### src/rtl/uart_rx_if.sv
// Receiver-side bundle: serial line in, recovered word and status strobes out.
`timescale 1ns/1ps
interface uart_rx_if #(
  parameter int DATA_W = 8
);
  logic              rx_i;
  logic [DATA_W-1:0] data_o;
  logic              valid_o;
  logic              frame_err_o;
  logic              busy_o;

  modport master (
    input  rx_i,
    output data_o,
    output valid_o,
    output frame_err_o,
    output busy_o
  );

  modport slave (
    output rx_i,
    input  data_o,
    input  valid_o,
    input  frame_err_o,
    input  busy_o
  );
endinterface

### src/rtl/uart_rx.sv
// 8N1-style serial receiver: mid-bit sampling, LSB first, with framing-error and
// held-low (break) detection so a stuck-low line is not decoded as repeated zeros.
`timescale 1ns/1ps
module uart_rx #(
  parameter int CLKS_PER_BIT = 4,
  parameter int DATA_W       = 8
) (
  input  logic      clk,
  input  logic      rst_n,
  uart_rx_if.master bus
);
  localparam int HALF  = CLKS_PER_BIT / 2;
  localparam int CNT_W = (CLKS_PER_BIT > 2) ? $clog2(CLKS_PER_BIT) : 1;
  localparam int BIT_W = $clog2(DATA_W + 1);

  localparam logic [CNT_W-1:0] HALF_LAST = CNT_W'(HALF - 1);
  localparam logic [CNT_W-1:0] BIT_LAST  = CNT_W'(CLKS_PER_BIT - 1);
  localparam logic [BIT_W-1:0] IDX_LAST  = BIT_W'(DATA_W - 1);

  typedef enum logic [2:0] {
    IDLE,
    START,
    DATA,
    STOP,
    BREAK
  } state_t;

  state_t            state;
  logic [CNT_W-1:0]  cnt;
  logic [BIT_W-1:0]  bit_idx;
  logic [DATA_W-1:0] shift;
  logic              rx_meta;
  logic              rx_s;

  // Two-flop synchronizer; idle level is high so both flops reset to 1.
  always_ff @(posedge clk or negedge rst_n) begin
    if (!rst_n) begin
      rx_meta <= 1'b1;
      rx_s    <= 1'b1;
    end else begin
      rx_meta <= bus.rx_i;
      rx_s    <= rx_meta;
    end
  end

  // busy_o is assigned alongside every state update so it tracks the next state.
  always_ff @(posedge clk or negedge rst_n) begin
    if (!rst_n) begin
      state           <= IDLE;
      cnt             <= '0;
      bit_idx         <= '0;
      shift           <= '0;
      bus.data_o      <= '0;
      bus.valid_o     <= 1'b0;
      bus.frame_err_o <= 1'b0;
      bus.busy_o      <= 1'b0;
    end else begin
      bus.valid_o     <= 1'b0;
      bus.frame_err_o <= 1'b0;
      case (state)
        IDLE: begin
          if (!rx_s) begin
            state      <= START;
            cnt        <= '0;
            bus.busy_o <= 1'b1;
          end else begin
            bus.busy_o <= 1'b0;
          end
        end
        START: begin
          if (cnt == HALF_LAST) begin
            cnt <= '0;
            if (!rx_s) begin
              state      <= DATA;
              bit_idx    <= '0;
              bus.busy_o <= 1'b1;
            end else begin
              state      <= IDLE;
              bus.busy_o <= 1'b0;
            end
          end else begin
            cnt        <= cnt + 1'b1;
            bus.busy_o <= 1'b1;
          end
        end
        DATA: begin
          bus.busy_o <= 1'b1;
          if (cnt == BIT_LAST) begin
            cnt   <= '0;
            shift <= {rx_s, shift[DATA_W-1:1]};
            if (bit_idx == IDX_LAST) begin
              state   <= STOP;
              bit_idx <= '0;
            end else begin
              bit_idx <= bit_idx + 1'b1;
            end
          end else begin
            cnt <= cnt + 1'b1;
          end
        end
        STOP: begin
          if (cnt == BIT_LAST) begin
            cnt <= '0;
            if (rx_s) begin
              bus.data_o  <= shift;
              bus.valid_o <= 1'b1;
              state       <= IDLE;
              bus.busy_o  <= 1'b0;
            end else begin
              bus.frame_err_o <= 1'b1;
              state           <= BREAK;
              bus.busy_o      <= 1'b1;
            end
          end else begin
            cnt        <= cnt + 1'b1;
            bus.busy_o <= 1'b1;
          end
        end
        BREAK: begin
          if (rx_s) begin
            state      <= IDLE;
            bus.busy_o <= 1'b0;
          end else begin
            bus.busy_o <= 1'b1;
          end
        end
        default: begin
          state      <= IDLE;
          cnt        <= '0;
          bit_idx    <= '0;
          bus.busy_o <= 1'b0;
        end
      endcase
    end
  end
endmodule

### src/flat_wrapper.sv
// flat-port wrapper written by rule: the top's interface ports become plain ports
module uart_rx_flat 
#(
  parameter int CLKS_PER_BIT = 4,
  parameter int DATA_W       = 8
)
  (clk, rst_n, bus_rx_i, bus_data_o, bus_valid_o, bus_frame_err_o, bus_busy_o);
  uart_rx_if #(.DATA_W(DATA_W)) bus_i ();
  input  logic clk;
  input  logic rst_n;
  input wire logic [$bits(bus_i.rx_i)-1:0] bus_rx_i;
  output wire logic [$bits(bus_i.data_o)-1:0] bus_data_o;
  output wire logic [$bits(bus_i.valid_o)-1:0] bus_valid_o;
  output wire logic [$bits(bus_i.frame_err_o)-1:0] bus_frame_err_o;
  output wire logic [$bits(bus_i.busy_o)-1:0] bus_busy_o;
  assign bus_i.rx_i = bus_rx_i;
  assign bus_data_o = bus_i.data_o;
  assign bus_valid_o = bus_i.valid_o;
  assign bus_frame_err_o = bus_i.frame_err_o;
  assign bus_busy_o = bus_i.busy_o;
  uart_rx #(.CLKS_PER_BIT(CLKS_PER_BIT), .DATA_W(DATA_W)) u_core (.clk(clk), .rst_n(rst_n), .bus(bus_i));
endmodule
### config.mk
export PLATFORM = sky130hd
export DESIGN_NAME = uart_rx_flat
export DESIGN_NICKNAME = d
export VERILOG_FILES = /design/src/rtl/uart_rx_if.sv /design/src/rtl/uart_rx.sv /design/src/flat_wrapper.sv
export SDC_FILE = /design/constraint.sdc
export NUM_CORES = 1
export LEC_CHECK = 0
export CELL_PAD_IN_SITES_DETAIL_PLACEMENT = 1
export CELL_PAD_IN_SITES_GLOBAL_PLACEMENT = 1
export CORE_UTILIZATION = 48
export CTS_CLUSTER_DIAMETER = 60
export CTS_CLUSTER_SIZE = 16
export DETAILED_ROUTE_END_ITERATION = 12
export GPL_TIMING_DRIVEN = 0
export PLACE_DENSITY_LB_ADDON = 0.1
export SLEW_MARGIN = 20
export SYNTH_ARGS = -nofsm -noshare
export SYNTH_HDL_FRONTEND = slang
export SYNTH_SLANG_ARGS = --single-unit
### constraint.sdc
create_clock -name clk -period 3.99 [get_ports clk]
set_input_delay 0.798 -clock clk [delete_from_list [all_inputs] [get_ports clk]]
set_output_delay 0.798 -clock clk [all_outputs]
set_load 0.02 [all_outputs]
==> results of run 1 <==
## cells by family after synthesis
family / synth area share [%]
buffers and inverters: 4.70
adders and majority gates: 3.61
DFF: 54.4
AOI/OAI and AO/OA: 8.85
muxes: 17.4
and+or+nand+nor: 11.0
## cell type report
type / count / share of cell area, %
Buffer: 6 / 2.17
Clock buffer: 6 / 3.18
Clock inverter: 2 / 0.776
Inverter: 8 / 1.86
Multi-Input combinational cell: 66 / 35.1
Sequential cell: 30 / 46.7
Tap cell: 31 / 2.40
Timing Repair Buffer: 13 / 7.76
## metrics by stage
step	utilization (%)	cell area (sq um)	setup WS [ns]	cells
floorplan	-	1390	2.33	110
global placement	56.8	1550	1.62	154
detailed placement	56.7	1550	2.16	154
CTS	59.0	1610	1.86	162
global route	59.0	1610	1.83	162
finish	59.0	1610	1.88	162
## Yosys cell counts, drive strengths merged, types with 2 or more instances
cell type | number | share of area, %
dfstp | 2 | 3.8
or3b | 2 | 1.3
ha | 4 | 3.6
nor3 | 3 | 1.1
a21oi | 2 | 0.72
o211ai | 4 | 2.2
mux2 | 17 | 16
nand2 | 6 | 1.6
dfrtp | 28 | 51
o21ai | 4 | 1.4
nor2 | 3 | 0.81
buf | 5 | 2.3
inv | 8 | 2.2
mux2i | 2 | 1.4
nand3 | 3 | 1.4
nand3b | 2 | 1.1
## metal layers
metal | track usage, % | routed length, microns | vias up | part of all wire, %
li1 | - | - | 427 | -
met4 | 10.7 | 62 | 0 | 2.5
met2 | 30.3 | 1170 | 14 | 47
met5 | 0 | 0 | - | 0
met3 | 4.88 | 59 | 7 | 2.4
met1 | 25.3 | 1200 | 455 | 48
## state kept, by name, indices dropped and copies added, names as in the netlist
name	cells
u_core.bit_idx	4
u_core.bus.busy_o	1
u_core.bus.data_o	8
u_core.bus.frame_err_o	1
u_core.bus.valid_o	1
u_core.cnt	2
u_core.rx_meta	1
u_core.rx_s	1
u_core.shift	8
u_core.state	3
## worst max path at each step
stage	start	to	slack [ns]	cells after the start
finish	u_core.bus.data_o[7]	bus_data_o[7]	1.88	1
CTS	u_core.bus.data_o[5]	bus_data_o[5]	1.86	1
floorplan	u_core.cnt[0]	u_core.bus.data_o[0]	2.33	5
detailed placement	u_core.cnt[0]	u_core.bus.data_o[4]	2.16	5
global route	u_core.bus.data_o[5]	bus_data_o[5]	1.83	1
global placement	rst_n	u_core.bit_idx[1]	1.62	1
## power by group
group	internal [mW]	total (mW)	switching, mW
logic	0.153	0.313	0.160
registers	0.367	0.418	0.0511
clock network	0.0847	0.194	0.110
total	0.605	0.926	0.321
## placed cells by master, fill, tap and decap left out, types with 2 or more instances in the layout
cell and n:
ha_1 4, clkbuf_4 5, mux2_4 8, mux2_2 9, a21oi_1 2, inv_1 8, or3b_1 2, nor2_1 3
nand3_1 2, o21ai_0 4, o211ai_1 4, clkdlybuf4s50_1 12, nand3b_1 2, buf_2 5, dfrtp_1 28, mux2i_1 2
dfstp_2 2, nor3_1 3, nand2_1 6
==> metrics.yaml, run 1 <==
outcome:
  status: "finished clean"
logic_synthesis:
  syn-instance-count: 110
  ys_seq_elements: 30
  ys_seq_area_share_pct: 54.4
  synth_edf_count: 0
  avgSynthCellArea_sq_um: 12.6
  syn-num-nets: 117
  yosys_warnings: 0
  yosysUniqueCellTypes: 34
  syn_area_sq_um: 1390
  async_flop_share_pct: 100
  synth-main-ff-cell: "dfrtp_1"
worst_setup_path:
  start_kind: "flip-flop"
  end_kind: "output pin"
  rrSetupSlack_ns: 2.13
  crit_fanout: 2
  cp.arrival_ns: 1.31
  slowest_delay_ns: 0.61
  ff2ff_path_depth: 5
  crit_family: "buffers and inverters"
  cp_cell_sequence: "clkdlybuf4s50_1"
  reg2reg_from: "u_core.cnt[0]"
  required_ns: 3.19
  crit_slowest_cell: "clkdlybuf4s50_1"
  crit_buf_inv: 1
  path_class: "reg -> out"
  r2r_end: "u_core.bus.data_o[4]"
clock_network:
  post_cts_buffers: 0
  cts_tree: "yes"
  clock-sinks: 30
  cts_repair_resize_count: 0
  clk_latency_ns: 0.33
  cts_buffers: 5
  ctsHoldBuffers: 0
  root_buffer: "clkbuf_4"
  ctsHtreeMaxLevel: 2
  cts_buffer_depth: 2
  clk_pin_slew_ns: 0.10
min_path:
  hold_end: "u_core.rx_s"
  min_path_type: "reg -> reg"
  holdPathStages: 0
  hold_path_startpoint: "u_core.rx_meta"
detailed_routing:
  ant_nets: 0
  wl_per_cell_microns: 15.4
  vias: 903
  drt_iter0_drc: 8
  route.detailed.drc: 0
  vias_per_cell: 5.57
  drtPass1Iterations: 2
  wirelength_microns: 2490
placed_design:
  dp_hpwl_microns: 1720
  port_buffers: 13
  place_congestion: 0.758
pwr:
  p_leak_nw: 0.758
  p_per_area_nw_per_um2: 574
  peakVddDrop_v: 0.000391
  p_total_mw: 0.926
grt:
  grt_pass1_wl_microns: 4600
  antenna_found_initial: 0
  grt_max_degree: 31
  grt_util_all_layers_pct: 19.6
  grt_pass1_vias: 943
  grt_overflow: 0
timing:
  hold_ws_ns: 0.357
  layout_min_cycle_time_ns: 2.11
  hold_viol: 0
  grt_setup_unrepaired: "no"
  max_slew.worst_pin.slew_ns: 0.650
  tns_ns: 0
  slew_headroom_pct: 56.7
  fin_crit_sh_pct: 52.8
  fin_skew_ns: 0.0181
  slew_violations: 0
  fmax_mhz: 475
  finalSetupViolations: 0
layout:
  seqCellArea_sq_um: 753
  multi_input_area_sq_um: 567
  n_antenna_cell: 0
  final_net_count: 137
  nFillCells: 299
  area_growth_syn_to_layout_pct: 16.4
  drive_above_1_share_pct: 29.0
die:
  initial_core_util_pct: 50.7
  die_h_microns: 55.7
  die_area_sq_um: 3100
  io-pin-count: 14
  core_sq_um: 2730
  die_w_microns: 55.7
  rows: 19
run:
  maxCapViolations: 0
Note: power is estimated with default switching activity, not from simulation.
==> run 2: changes to the inputs <==
Settings changed: CORE_UTILIZATION 48 to 40.
Clock period 3.99 ns to 1.9 ns, I/O delays scaled along.
==> run 2 against run 1 <==
  * Sequential share of layout area is 0.50 points lower
  * Final cell count is 9.3% higher
  * Clock-buffer cell count is 1 higher
  * Flip-flop and latch count stayed put
  * Final area is 1.1% higher
  * Combinational power is 110% higher
  * Total power is 110% higher
  * Sequential power is 110% higher
  * Largest power group unchanged
  * Highest routed layer unchanged
==> metrics.yaml, run 2 (synthesis results as in run 1) <==
timing:
  grt_setup_unrepaired: "no"
  max_slew.worst_pin.slew_ns: 0.649
  slew_headroom_pct: 56.8
  finalSetupViolations: 0
  hold_viol: 0
  fin_skew_ns: 0.0115
  layout_min_cycle_time_ns: 1.78
  slew_violations: 0
  fmax_mhz: 562
  hold_ws_ns: 0.0488
  fin_crit_sh_pct: 93.6
grt:
  grt_util_all_layers_pct: 18.0
  grt_overflow: 0
  grt_max_degree: 31
  antenna_found_initial: 0
  grt_pass1_vias: 958
  grt_pass1_wl_microns: 4570
min_path:
  min_path_type: "in -> async"
worst_setup_path:
  required_ns: 2.12
  ff2ff_path_depth: 5
  reg2reg_from: "u_core.cnt[0]"
  slowest_delay_ns: 0.43
  cp.arrival_ns: 2.00
  r2r_end: "u_core.bus.data_o[5]"
  crit_slowest_cell: "dfrtp_1"
  rrSetupSlack_ns: 0.12
  path_class: "reg -> reg"
  crit_fanout: 9
  end_kind: "flip-flop"
  start_kind: "flip-flop"
  cp_cell_sequence: "ha_2, nand3_2, or3b_1, buf_6, mux2_4"
placed_design:
  port_buffers: 13
  dp_hpwl_microns: 1770
  place_congestion: 0.748
clock_network:
  root_buffer: "clkbuf_4"
  cts_tree: "yes"
  clock-sinks: 30
  cts_buffers: 5
  clk_pin_slew_ns: 0.10
  ctsHtreeMaxLevel: 2
  post_cts_buffers: 0
  ctsHoldBuffers: 0
  cts_buffer_depth: 2
  cts_repair_resize_count: 0
  clk_latency_ns: 0.34
detailed_routing:
  route.detailed.drc: 0
  m1WireLength_microns: 1210
  vias_per_cell: 5.08
  met3_length_microns: 97
  wl_per_cell_microns: 14.5
  wl_met2_microns: 1190
  wirelength_microns: 2560
  vias: 899
  drtPass1Iterations: 4
  ant_nets: 0
  top_layer: "met4"
  drt_iter0_drc: 31
pwr:
  p_leak_nw: 0.757
  p_per_area_nw_per_um2: 1190
  peakVddDrop_v: 0.000548
layout:
  final_cell_mix: "dfrtp_1, clkdlybuf4s50_1, mux2_2, inv_1, mux2_4"
  n_antenna_cell: 0
  area_growth_syn_to_layout_pct: 17.7
  final_net_count: 137
  drive_above_1_share_pct: 29.0
  utilization_pct: 48.9
  layout_commonest_cell: "dfrtp_1"
  top_regs: "u_core.bus.data_o x8, u_core.shift x8, u_core.bit_idx x4"
run:
  maxCapViolations: 0
die:
  die_area_sq_um: 3700
  die_w_microns: 60.8
  io-pin-count: 14
  initial_core_util_pct: 41.5
  core_sq_um: 3340
  rows: 21
  die_h_microns: 60.8
outcome:
  status: "finished clean"
[run 2: changes by cell type in the layout (fill, tap and decap cells not counted), sizes merged]
cell and change:
clkinvlp -1, clkbuf +1
[run 2: stage by stage]
step                      setup slack (ns)  power [mW]  std cells  setup TNS, ns  area, sq um
after floorplan                      0.238        1.35        110              0         1390
after global placement             -0.0824        1.53        169          -2.26         1570
after detailed placement            0.0784        1.55        169              0         1570
after CTS                           0.0375        1.97        177              0         1630
after global routing                0.0175        2.09        177              0         1630
final                                0.122        1.94        177              0         1630
[run 2: how the worst max path moves through the flow]
stage | cells past startpoint | from | to
3_3_place_gp | 1 | rst_n | u_core.bit_idx[1]
5_1_grt | 5 | u_core.cnt[0] | u_core.bus.data_o[5]
2_1_floorplan | 5 | u_core.cnt[0] | u_core.bus.data_o[0]
6_report | 5 | u_core.cnt[0] | u_core.bus.data_o[5]
4_1_cts | 5 | u_core.cnt[0] | u_core.bus.data_o[5]
3_5_place_dp | 5 | u_core.cnt[0] | u_core.bus.data_o[5]
[run 2: where the power goes]
group	total [mW]	internal (mW)	switching (mW)	leakage, nW
Clock	0.402	0.179	0.223	0.0353
Combinational	0.659	0.324	0.336	0.325
Sequential	0.877	0.772	0.105	0.397
Total	1.94	1.27	0.663	0.757
[run 2: cell type report]
cell class	instances	area, sq um
inverters	8	30.0
multi-input cells	66	569
fillers	374	1710
flip-flops and latches	30	753
plain buffers	6	35.0
clock inverters	1	5.00
repair buffers	13	125
clock buffers	7	55.1
well taps	46	57.6
[run 2: worst max-delay path, delay by kind of cell, from the launching register on]
family | cells | cell delay (ns)
buffers and inverters | 1 | 0.16
adder cells (fa/ha/maj) | 1 | 0.28
flip-flops | 1 | 0.43
AND/OR/NAND/NOR | 2 | 0.47
multiplexers | 1 | 0.31
[run 2: routing by layer]
| layer | track usage [%] | vias to the layer above |
|---|---|---|
| li1 | - | 426 |
| met1 | 21.7 | 453 |
| met2 | 27.9 | 14 |
| met3 | 7.68 | 6 |
| met4 | 8.77 | 0 |
| met5 | 0 | - |
